$ cat src/rtl/store_buffer_coalesce_pkg.sv
// Shared types for the post-commit store buffer.
//   sb_state_t      drain FSM state
//   store_buffer_t  one buffered store (valid, word address, lane data, byte mask)
//   mem_rqst_t      write request toward the D-cache
//   mem_resp_t      D-cache response; .resp completes the outstanding write
package store_buffer_coalesce_pkg;

    localparam int NUM_STORE_BUFFER_ENTRIES = 2;

    typedef enum logic {
        SB_IDLE = 1'b0,
        SB_BUSY = 1'b1
    } sb_state_t;

    typedef struct packed {
        logic        valid;
        logic [31:0] addr;
        logic [31:0] wdata;
        logic [3:0]  mask;
    } store_buffer_t;

    typedef struct packed {
        logic [31:0] addr;
        logic        rd_en;
        logic        wr_en;
        logic [3:0]  mask;
        logic [31:0] wdata;
    } mem_rqst_t;

    typedef struct packed {
        logic        resp;
        logic [31:0] rdata;
    } mem_resp_t;

    function automatic logic same_word(input logic [31:0] a, input logic [31:0] b);
        return a[31:2] == b[31:2];
    endfunction

endpackage

$ cat src/rtl/store_buffer_coalesce_fwd_merge.sv
// sb_fwd_merge: combinational store-to-load byte forwarding.
// Walks the occupied entries oldest (head) to youngest so a younger store's
// byte overrides an older one; the in-flight head takes part like any other.
//   entries   buffer contents
//   head      index of the oldest entry
//   count     number of occupied entries
//   q_addr    load address, [31:2] compared
//   q_mask    bytes the load needs
//   byte_data forwarded bytes, lanes not covered are 0
//   byte_cov  needed bytes found in the buffer
module sb_fwd_merge
    import store_buffer_coalesce_pkg::*;
#(
    parameter int DEPTH = NUM_STORE_BUFFER_ENTRIES,
    localparam int PTR_W = $clog2(DEPTH),
    localparam int CNT_W = PTR_W + 1
) (
    input  store_buffer_t [DEPTH-1:0] entries,
    input  logic [PTR_W-1:0]          head,
    input  logic [CNT_W-1:0]          count,
    input  logic [31:0]               q_addr,
    input  logic [3:0]                q_mask,
    output logic [31:0]               byte_data,
    output logic [3:0]                byte_cov
);

    logic [PTR_W-1:0] idx;

    always_comb begin
        byte_data = '0;
        byte_cov  = '0;
        idx       = '0;
        for (int i = 0; i < DEPTH; i++) begin
            idx = head + PTR_W'(i);
            if ((CNT_W'(i) < count) && entries[idx].valid &&
                same_word(entries[idx].addr, q_addr)) begin
                for (int b = 0; b < 4; b++) begin
                    if (entries[idx].mask[b] && q_mask[b]) begin
                        byte_data[8*b +: 8] = entries[idx].wdata[8*b +: 8];
                        byte_cov[b]         = 1'b1;
                    end
                end
            end
        end
    end

endmodule

$ cat src/rtl/store_buffer_coalesce.sv
// store_buffer_coalesce: circular FIFO of committed stores drained one at a
// time to the D-cache, with optional same-word merging into the youngest entry
// and store-to-load forwarding.
//   clk, rst                 clock, synchronous active-high reset
//   enq_valid/ready          committed store handshake
//   enq_addr/wdata/mask      word address, lane-shifted data, byte enables
//   ld_query_valid/addr/mask load probe
//   fwd_hit/data/stall       forwarding result
//   dmem_rqst/dmem_resp      D-cache write port
//   empty, count             occupancy
//
// state   | meaning
// SB_IDLE | no write outstanding; launches the head next edge if count>0
// SB_BUSY | head write presented to dmem, held until dmem_resp.resp
module store_buffer_coalesce
    import store_buffer_coalesce_pkg::*;
#(
    parameter int DEPTH    = NUM_STORE_BUFFER_ENTRIES,
    parameter bit COALESCE = 1'b1,
    localparam int PTR_W   = $clog2(DEPTH),
    localparam int CNT_W   = PTR_W + 1
) (
    input  logic             clk,
    input  logic             rst,
    input  logic             enq_valid,
    output logic             enq_ready,
    input  logic [31:0]      enq_addr,
    input  logic [31:0]      enq_wdata,
    input  logic [3:0]       enq_mask,
    input  logic             ld_query_valid,
    input  logic [31:0]      ld_query_addr,
    input  logic [3:0]       ld_query_mask,
    output logic             fwd_hit,
    output logic [31:0]      fwd_data,
    output logic             fwd_stall,
    output mem_rqst_t        dmem_rqst,
    input  mem_resp_t        dmem_resp,
    output logic             empty,
    output logic [CNT_W-1:0] count
);

    store_buffer_t [DEPTH-1:0] entries_q, entries_d;
    logic [PTR_W-1:0]          head_q, head_d, tail_q, tail_d, tail_m1;
    logic [CNT_W-1:0]          count_q, count_d;
    sb_state_t                 state_q, state_d;
    logic                      coalesce_hit, enq_fire, pop;
    logic [31:0]               byte_data;
    logic [3:0]                byte_cov;

    // Merging into the entry currently being written would change data under
    // an outstanding request, so the in-flight head is excluded.
    always_comb begin
        tail_m1      = tail_q - PTR_W'(1);
        coalesce_hit = COALESCE && (count_q != '0) &&
                       same_word(entries_q[tail_m1].addr, enq_addr) &&
                       !((state_q == SB_BUSY) && (tail_m1 == head_q));
        enq_ready    = (count_q < CNT_W'(DEPTH)) || coalesce_hit;
        enq_fire     = enq_valid && enq_ready;
        pop          = (state_q == SB_BUSY) && dmem_resp.resp;
    end

    always_comb begin
        entries_d = entries_q;
        head_d    = head_q;
        tail_d    = tail_q;
        count_d   = count_q;
        state_d   = state_q;

        if (enq_fire) begin
            if (coalesce_hit) begin
                for (int b = 0; b < 4; b++) begin
                    if (enq_mask[b]) begin
                        entries_d[tail_m1].wdata[8*b +: 8] = enq_wdata[8*b +: 8];
                    end
                end
                entries_d[tail_m1].mask = entries_q[tail_m1].mask | enq_mask;
            end else begin
                entries_d[tail_q].valid = 1'b1;
                entries_d[tail_q].addr  = enq_addr;
                entries_d[tail_q].wdata = enq_wdata;
                entries_d[tail_q].mask  = enq_mask;
                tail_d                  = tail_q + PTR_W'(1);
                count_d                 = count_d + CNT_W'(1);
            end
        end

        if (pop) begin
            entries_d[head_q].valid = 1'b0;
            head_d                  = head_q + PTR_W'(1);
            count_d                 = count_d - CNT_W'(1);
        end

        case (state_q)
            SB_IDLE: if (count_q != '0) state_d = SB_BUSY;
            SB_BUSY: if (dmem_resp.resp) state_d = SB_IDLE;
            default: state_d = SB_IDLE;
        endcase
    end

    always_ff @(posedge clk) begin
        if (rst) begin
            entries_q <= '0;
            head_q    <= '0;
            tail_q    <= '0;
            count_q   <= '0;
            state_q   <= SB_IDLE;
        end else begin
            entries_q <= entries_d;
            head_q    <= head_d;
            tail_q    <= tail_d;
            count_q   <= count_d;
            state_q   <= state_d;
        end
    end

    always_comb begin
        dmem_rqst = '0;
        if (state_q == SB_BUSY) begin
            dmem_rqst.addr  = {entries_q[head_q].addr[31:2], 2'b00};
            dmem_rqst.wr_en = 1'b1;
            dmem_rqst.mask  = entries_q[head_q].mask;
            dmem_rqst.wdata = entries_q[head_q].wdata;
        end
    end

    sb_fwd_merge #(.DEPTH(DEPTH)) u_fwd_merge (
        .entries   (entries_q),
        .head      (head_q),
        .count     (count_q),
        .q_addr    (ld_query_addr),
        .q_mask    (ld_query_mask),
        .byte_data (byte_data),
        .byte_cov  (byte_cov)
    );

    always_comb begin
        fwd_hit   = ld_query_valid && (byte_cov == ld_query_mask);
        fwd_stall = ld_query_valid && (byte_cov != 4'h0) && !fwd_hit;
        fwd_data  = ld_query_valid ? byte_data : 32'h0;
        empty     = (count_q == '0);
        count     = count_q;
    end

    a_enq_ready: assert property (@(posedge clk) disable iff (rst) enq_valid |-> enq_ready);
    a_enq_mask:  assert property (@(posedge clk) disable iff (rst) enq_valid |-> (enq_mask != 4'h0));
    a_count:     assert property (@(posedge clk) disable iff (rst) count_q <= CNT_W'(DEPTH));

endmodule

$ cat config.mk
export PLATFORM = sky130hd
export DESIGN_NAME = store_buffer_coalesce
export DESIGN_NICKNAME = d
export VERILOG_FILES = /design/src/rtl/store_buffer_coalesce_pkg.sv /design/src/rtl/store_buffer_coalesce_fwd_merge.sv /design/src/rtl/store_buffer_coalesce.sv
export SDC_FILE = /design/constraint.sdc
export NUM_CORES = 1
export LEC_CHECK = 0
export BUFFER_PORTS_ARGS = -buffer_cell sky130_fd_sc_hd__buf_2
export CAP_MARGIN = 5
export CORE_ASPECT_RATIO = 1.25
export CORE_MARGIN = 1.5
export CORE_UTILIZATION = 48
export CTS_CLUSTER_SIZE = 28
export DETAILED_ROUTE_END_ITERATION = 7
export PLACE_DENSITY = 0.83
export SYNTH_ARGS = -nofsm -noshare
export SYNTH_HDL_FRONTEND = slang
export SYNTH_SLANG_ARGS = --single-unit
$ cat constraint.sdc
create_clock -name clk -period 3.2 [get_ports clk]
set_input_delay 0.32 -clock clk [delete_from_list [all_inputs] [get_ports clk]]
set_output_delay 0.32 -clock clk [all_outputs]
set_load 0.02 [all_outputs]
==> qor.yml, run 1 <==
clock_tree:
  postCtsHoldBufs: 0
  htree_levels: 4
  clk_pin_slew_worst_paths_ps: 60
  cts_tree: "built"
  clk_latency_ps: 430
  numCtsBuffers: 17
  root_buffer: "clkbuf_16"
  clock_sinks: 139
  ctsLongestPathBuffers: 2
finish:
  nFillCells: 1261
  final_layout_size_suffix_gt1_frac: 0.343
  final_nets: 1555
  area_growth_pct: 41.9
  fin_util: 0.703
  layoutNonFillerInstCount: 1653
placement:
  post-place-cells: 1584
  detailed_place_hpwl_um: 21100
  port-buffer-count: 209
  dp_slack_ps: -294
  place.gp.congestion: 0.917
worst_setup_path:
  crit_fanout: 7
  critPathMaxStageDelay_ps: 390
  regToRegStartpoint: "tail_q"
  worst_path_max_delay_cell: "mux2i_1"
  critPathKind: "flop to output pin"
  cp_cell_sequence: "buf_12 > buf_12 > buf_4 > mux2i_1 > xnor2_1 > nor4_1 > buf_4 > nand4_1 > buf_4 > nor2_4 > buf_12 > a31o_4 > buf_12 > buf_16 > a21bo_1 > a21oi_2 > buf_4"
  critPathLaunch: "head_q"
  critPathLaunchType: "flop"
  ff2ff_setup_slack_ps: -60
  arrival_ps: 3650
  critPathRequiredTime_ps: 2880
  rr_worst_depth: 14
  end_kind: "output pin"
floorplanning:
  fp.dieW_um: 126
  io-pin-count: 249
  start_util: 0.495
  design.die.area_um2: 19700
  fp-row-count: 55
  die_y_um: 156
  core-area_um2: 18200
min_path:
  timing.hold.worst_path_depth: 3
  min-delay-start: "enq_wdata[13]"
  min_path_type: "input port to flop"
routing:
  antenna_left: 0
  drcViolationCount: 0
  met1_length_um: 12300
  dr_wl_met2_um: 17100
  highest_layer: "met4"
  wl_per_cell_um: 21.4
  wirelength_um: 35400
  drtPass1Iterations: 6
  drtIter0Drc: 1139
  vias_per_cell: 6.21
  wl_met3_um: 3630
  vias: 10300
outcome:
  violations: "negative setup slack"
  status: "complete, but fails checks"
power_and_ir_drop:
  pwr-share-clk: 0.322
  p_per_area_nw_per_um2: 523
  p_seq_frac: 0.305
  comb_power_share: 0.373
  fin_total_pwr_mw: 6.71
  power.leakage_nw: 4.76
  intPower_mw: 4.33
  switching_share: 0.354
  p_sw_mw: 2.38
  ir_drop_mv: 0.502
timing:
  worst_slack_ps: -765
  worst_pin_slew_ps: 960
  slew_viol_final: 0
  hold_viol: 0
  fmax_mhz: 252
  finalSetupViolCount: 55
  rsz0062_at_grt: "yes"
  relSlewSlack: 0.360
  fin_skew_ps: 11.8
  period_share: 1.24
  period_needed_ps: 3970
yosys:
  ys_warn_count: 0
  synth_edf_count: 0
  async_flop_share: 0
  synthTopCellsByArea: "dfxtp_1 31%, mux2i_1 14%, xnor2_1 7.6%"
  syn-instance-count: 1118
  ys_seq_area_frac: 0.308
  ys_ff_latch: 139
  yosysUniqueCellTypes: 60
  synth_top_cell_by_area: "dfxtp_1"
  avgSynthCellArea_um2: 8.08
  synth_ff_type: "dfxtp_1"
  synth.most_common_cell: "nand2_1"
  yosys.area.top_type_share: 0.308
  netlist_area_um2: 9030
  netlist_top_cells_count: "173 x nand2_1, 139 x dfxtp_1, 122 x mux2i_1, 100 x a21oi_1, 78 x xnor2_1"
global_routing:
  grt_max_degree: 84
  overflow: 0
  grt_antenna_before_repair: 2
  grt_pass1_wl_um: 51600
  track_usage: 0.330
  grt_pass1_vias: 9810
run:
  cap_violations: 0
[metrics by stage]
stage | hold WS [ps] | instance area [um^2] | setup TNS (ps)
2_1_floorplan | 434 | 9050 | 0
3_3_place_gp | 469 | 10900 | -18410
3_5_place_dp | 479 | 10900 | -19360
4_1_cts | 135 | 12500 | -13910
5_1_grt | 154 | 12800 | -31920
6_report | 147 | 12800 | -24390
[cell families after synthesis]
family                     share of synthesized area
adders and majority gates                    0.00693
DFF                                            0.308
AOI/OAI and AO/OA                              0.197
muxes                                          0.139
other                                       0.000415
and+or+nand+nor                                0.201
xor gates and xnor gates                      0.0911
buffers and inverters                         0.0554
[critical path: cells and delay by family (launching register included)]
kind,cells,cell delay (ps)
compound gates,3,430
xor+xnor,1,170
flops,1,380
mux,1,390
simple gates,3,560
buf+inv,9,1290
[cells in the final DEF, fill, tap and decap left out, types with 7 or more instances in the layout]
cell / instances
o22ai_1: 7
mux2i_2: 14
buf_12: 16
nor4_2: 14
nor2_1: 60
buf_4: 105
nand2_1: 168
inv_1: 25
a21oi_1: 90
xnor2_1: 71
buf_6: 38
nand4_1: 17
xor2_1: 16
dfxtp_1: 135
mux2i_4: 12
nor2b_1: 63
a22o_1: 16
a21oi_2: 15
mux2i_1: 97
clkbuf_16: 18
o21ai_0: 20
nand3_1: 14
and2_1: 7
buf_2: 175
nor3_1: 14
a22oi_1: 49
xnor2_2: 7
[path summary, 6_finish.rpt]
check | to
worst max-delay path | fwd_data[24]
worst max register to register | flop
worst min register to register | flop
worst min-delay path | flop
[area by class of cell]
type,count,area (um^2),share of cell area
Timing Repair Buffer,344,2640,0.206
Clock inverter,14,189,0.0147
Tap cell,228,285,0.0223
Antenna cell,3,7.51,0.000586
Sequential cell,139,2790,0.218
Inverter,26,97.6,0.00761
Multi-Input combinational cell,881,6370,0.497
Clock buffer,18,439,0.0343
[what timing repair did]
action                     CTS  global route
setup endpoints to repair  169           169
setup buffers               21             7
gates resized for setup    152            50
pin swaps                   45            32
gates cloned                 6             1
[power groups by stage]
stage | logic [mW] | registers (mW) | clock network [mW]
6_report | 2.50 | 2.05 | 2.16
2_1_floorplan | 1.31 | 2.01 | 0
3_5_place_dp | 2.00 | 2.05 | 0
5_1_grt | 2.61 | 2.06 | 2.24
4_1_cts | 2.29 | 2.03 | 2.14
3_3_place_gp | 1.96 | 2.04 | 0
[per-layer routing]
| layer | global-route usage | vias up |
|---|---|---|
| met4 | 0.192 | 0 |
| met5 | 0 | - |
| met3 | 0.0769 | 177 |
| li1 | - | 4527 |
| met2 | 0.573 | 727 |
| met1 | 0.368 | 4827 |
(Power assumes the default switching activity.)
==> inputs of run 2 (changes only) <==
--- a/config.mk
+++ b/config.mk
@@ -13,6 +13,7 @@
 export CTS_CLUSTER_SIZE = 28
 export DETAILED_ROUTE_END_ITERATION = 7
 export PLACE_DENSITY = 0.83
+export SETUP_SLACK_MARGIN = 0.02
 export SYNTH_ARGS = -nofsm -noshare
 export SYNTH_HDL_FRONTEND = slang
 export SYNTH_SLANG_ARGS = --single-unit
==> run 2 against run 1 <==
Compared with the run above:
- the run ends with design-rule violations, negative setup slack left
- sequential power about the same
- critical endpoint is now fwd_data[1]
- non-clock buffer count up 9
- global-route usage about the same
- final cell count up 0.42%
- core utilization up 1.4 points
- clock-buffer cell count unchanged
- critical path depth down 2
- die area unchanged
==> qor.yml, run 2 (same netlist as run 1, synthesis figures left out) <==
worst_setup_path:
  worst_path_max_delay_cell: "nor4_1"
  cp_num_buf_inv: 7  # -2
  cp_cell_sequence: "buf_6 > buf_12 > buf_12 > mux2i_2 > xnor2_1 > nor4_1 > buf_4 > nand4_1 > buf_4 > nor2_4 > buf_12 > nand2_2 > a21oi_4 > a22o_1 > buf_6"
  critPathLaunchType: "flop"
  critPathKind: "flop to output pin"
  crit_fanout: 8  # +1
  end_kind: "output pin"
  crit_path_frequent_cell: "buf_12"
  critPathRequiredTime_ps: 2880  # about the same
  critPathMaxStageDelay_ps: 400  # about the same
  crit_family: "buffers and inverters"
  arrival_ps: 3560  # -90 ps
timing:
  worst_slack_ps: -682  # +83.2 ps
  finalSetupViolCount: 54  # -1.8%
  rsz0062_at_grt: "yes"
  period_share: 1.21  # -0.0260
  slew_viol_final: 0  # unchanged
  hold_viol: 0  # unchanged
  fin_skew_ps: 10.9  # -0.861 ps
  period_needed_ps: 3880  # -83.2 ps
  worst_pin_slew_ps: 968  # +8.07 ps
  fmax_mhz: 258  # +2.1%
  relSlewSlack: 0.355  # -0.00538
placement:
  detailed_place_hpwl_um: 21100  # unchanged
  post-place-cells: 1584  # unchanged
  dpl-instance-area_um2: 10900  # unchanged
  dp_slack_ps: -294  # unchanged
  port-buffer-count: 209  # unchanged
  place.gp.congestion: 0.917  # unchanged
clock_tree:
  root_buffer: "clkbuf_16"
  htree_levels: 4  # unchanged
  numCtsBuffers: 17  # unchanged
  ctsLongestPathBuffers: 2  # unchanged
  clk_pin_slew_worst_paths_ps: 60  # about the same
  cts_tree: "built"
  clk_latency_ps: 430  # about the same
  clock_sinks: 139  # unchanged
finish:
  final_common_cell: "buf_2"
  fin_util: 0.717  # +0.0144
  final_layout_size_suffix_gt1_frac: 0.365  # +0.0223
  final_nets: 1564  # +0.58%
  layout_common_cells: "174 x buf_2, 168 x nand2_1, 135 x dfxtp_1"
  area_growth_pct: 44.8
  nFillCells: 1191  # -5.6%
  final_area_um2: 13100  # +2.1%
  layoutNonFillerInstCount: 1660  # +0.42%
floorplanning:
  design.die.area_um2: 19700  # unchanged
  start_util: 0.495  # unchanged
  die_y_um: 156  # unchanged
  io-pin-count: 249  # unchanged
  core-area_um2: 18200  # unchanged
  fp.dieW_um: 126  # unchanged
  fp-row-count: 55  # unchanged
routing:
  drcViolationCount: 12  # +12
  antenna_left: 0  # unchanged
  vias_per_cell: 6.20  # -0.16%
  wirelength_um: 35500  # +0.29%
  wl_per_cell_um: 21.4  # -0.13%
  drtPass1Iterations: 8  # +2
  drtIter0Drc: 1032  # -9.4%
  vias: 10300  # +0.26%
power_and_ir_drop:
  p_sw_mw: 2.38  # +0.11%
  p_seq_frac: 0.305  # about the same
  switching_share: 0.353  # -0.00121
  ir_drop_mv: 0.522  # +3.9%
  pwr-share-clk: 0.317  # -0.005
  p_per_area_nw_per_um2: 515  # -1.6%
  power.leakage_nw: 4.84  # +1.8%
  comb_power_share: 0.378  # +0.005
  intPower_mw: 4.36  # +0.64%
  fin_total_pwr_mw: 6.74  # +0.45%
min_path:
  min_path_type: "input port to flop"
global_routing:
  grt_pass1_vias: 9752  # -0.59%
  track_usage: 0.330  # about the same
  overflow: 0  # unchanged
  grt_pass1_wl_um: 51700  # +0.15%
  grt_antenna_before_repair: 1  # -1
  grt_max_degree: 84  # unchanged
outcome:
  status: "complete, but fails checks"
  violations: "design-rule violations, negative setup slack"
run:
  cap_violations: 0  # unchanged
[run 2: tightest hold or removal path: stages]
cell     delay, ps
buf_2           90
a22oi_1         60
nor2_1          70
[run 2: power groups by stage]
stage | combinational [mW] | clock (mW) | sequential, mW
after floorplan | 1.31 | 0 | 2.01
after global placement | 1.96 | 0 | 2.04
after detailed placement | 2.00 | 0 | 2.05
after CTS | 2.30 | 2.14 | 2.03
after global routing | 2.66 | 2.24 | 2.07
final | 2.55 | 2.14 | 2.05
[run 2: worst paths after layout]
kind / start / end / slack, ps / cells after the start
worst max-delay path: head_q / fwd_data[1] / -680 / 15
worst min-delay path: enq_wdata[5] / flop / 150 / 3
worst max register to register: tail_q / flop / -60 / 12
worst min register to register: flop / flop / 500 / 2
[run 2: per-stage QoR]
stage / setup TNS, ps / hold slack (ps)
6_report: -21540 / 148
5_1_grt: -22980 / 149
4_1_cts: -13910 / 135
3_5_place_dp: -19360 / 479
3_3_place_gp: -18410 / 469
2_1_floorplan: 0 / 434
[run 2: layout make-up]
type / instances / area, um^2 / area share
multi-input combinational: 881 / 6580 / 0.503
sequential: 139 / 2790 / 0.213
timing repair buffer: 353 / 2690 / 0.206
clock buffer: 18 / 439 / 0.0336
tap: 228 / 285 / 0.0218
clock inverter: 14 / 189 / 0.0144
inverter: 26 / 97.6 / 0.00746
antenna: 1 / 2.50 / 0.000191
[run 2: what timing repair did]
item	4_1_cts	5_1_grt
pin swaps	45	46
hold buffers	0	0
cloned	6	1
gates resized for setup	153	90
setup endpoints to repair	169	169
setup buffers	21	18
[run 2: per-layer routing]
metal	vias up	wire [um]	global-route usage
met5	-	0	0
li1	4543	-	-
met4	0	2240	0.185
met3	165	3590	0.0749
met2	745	17300	0.574
met1	4832	12400	0.371
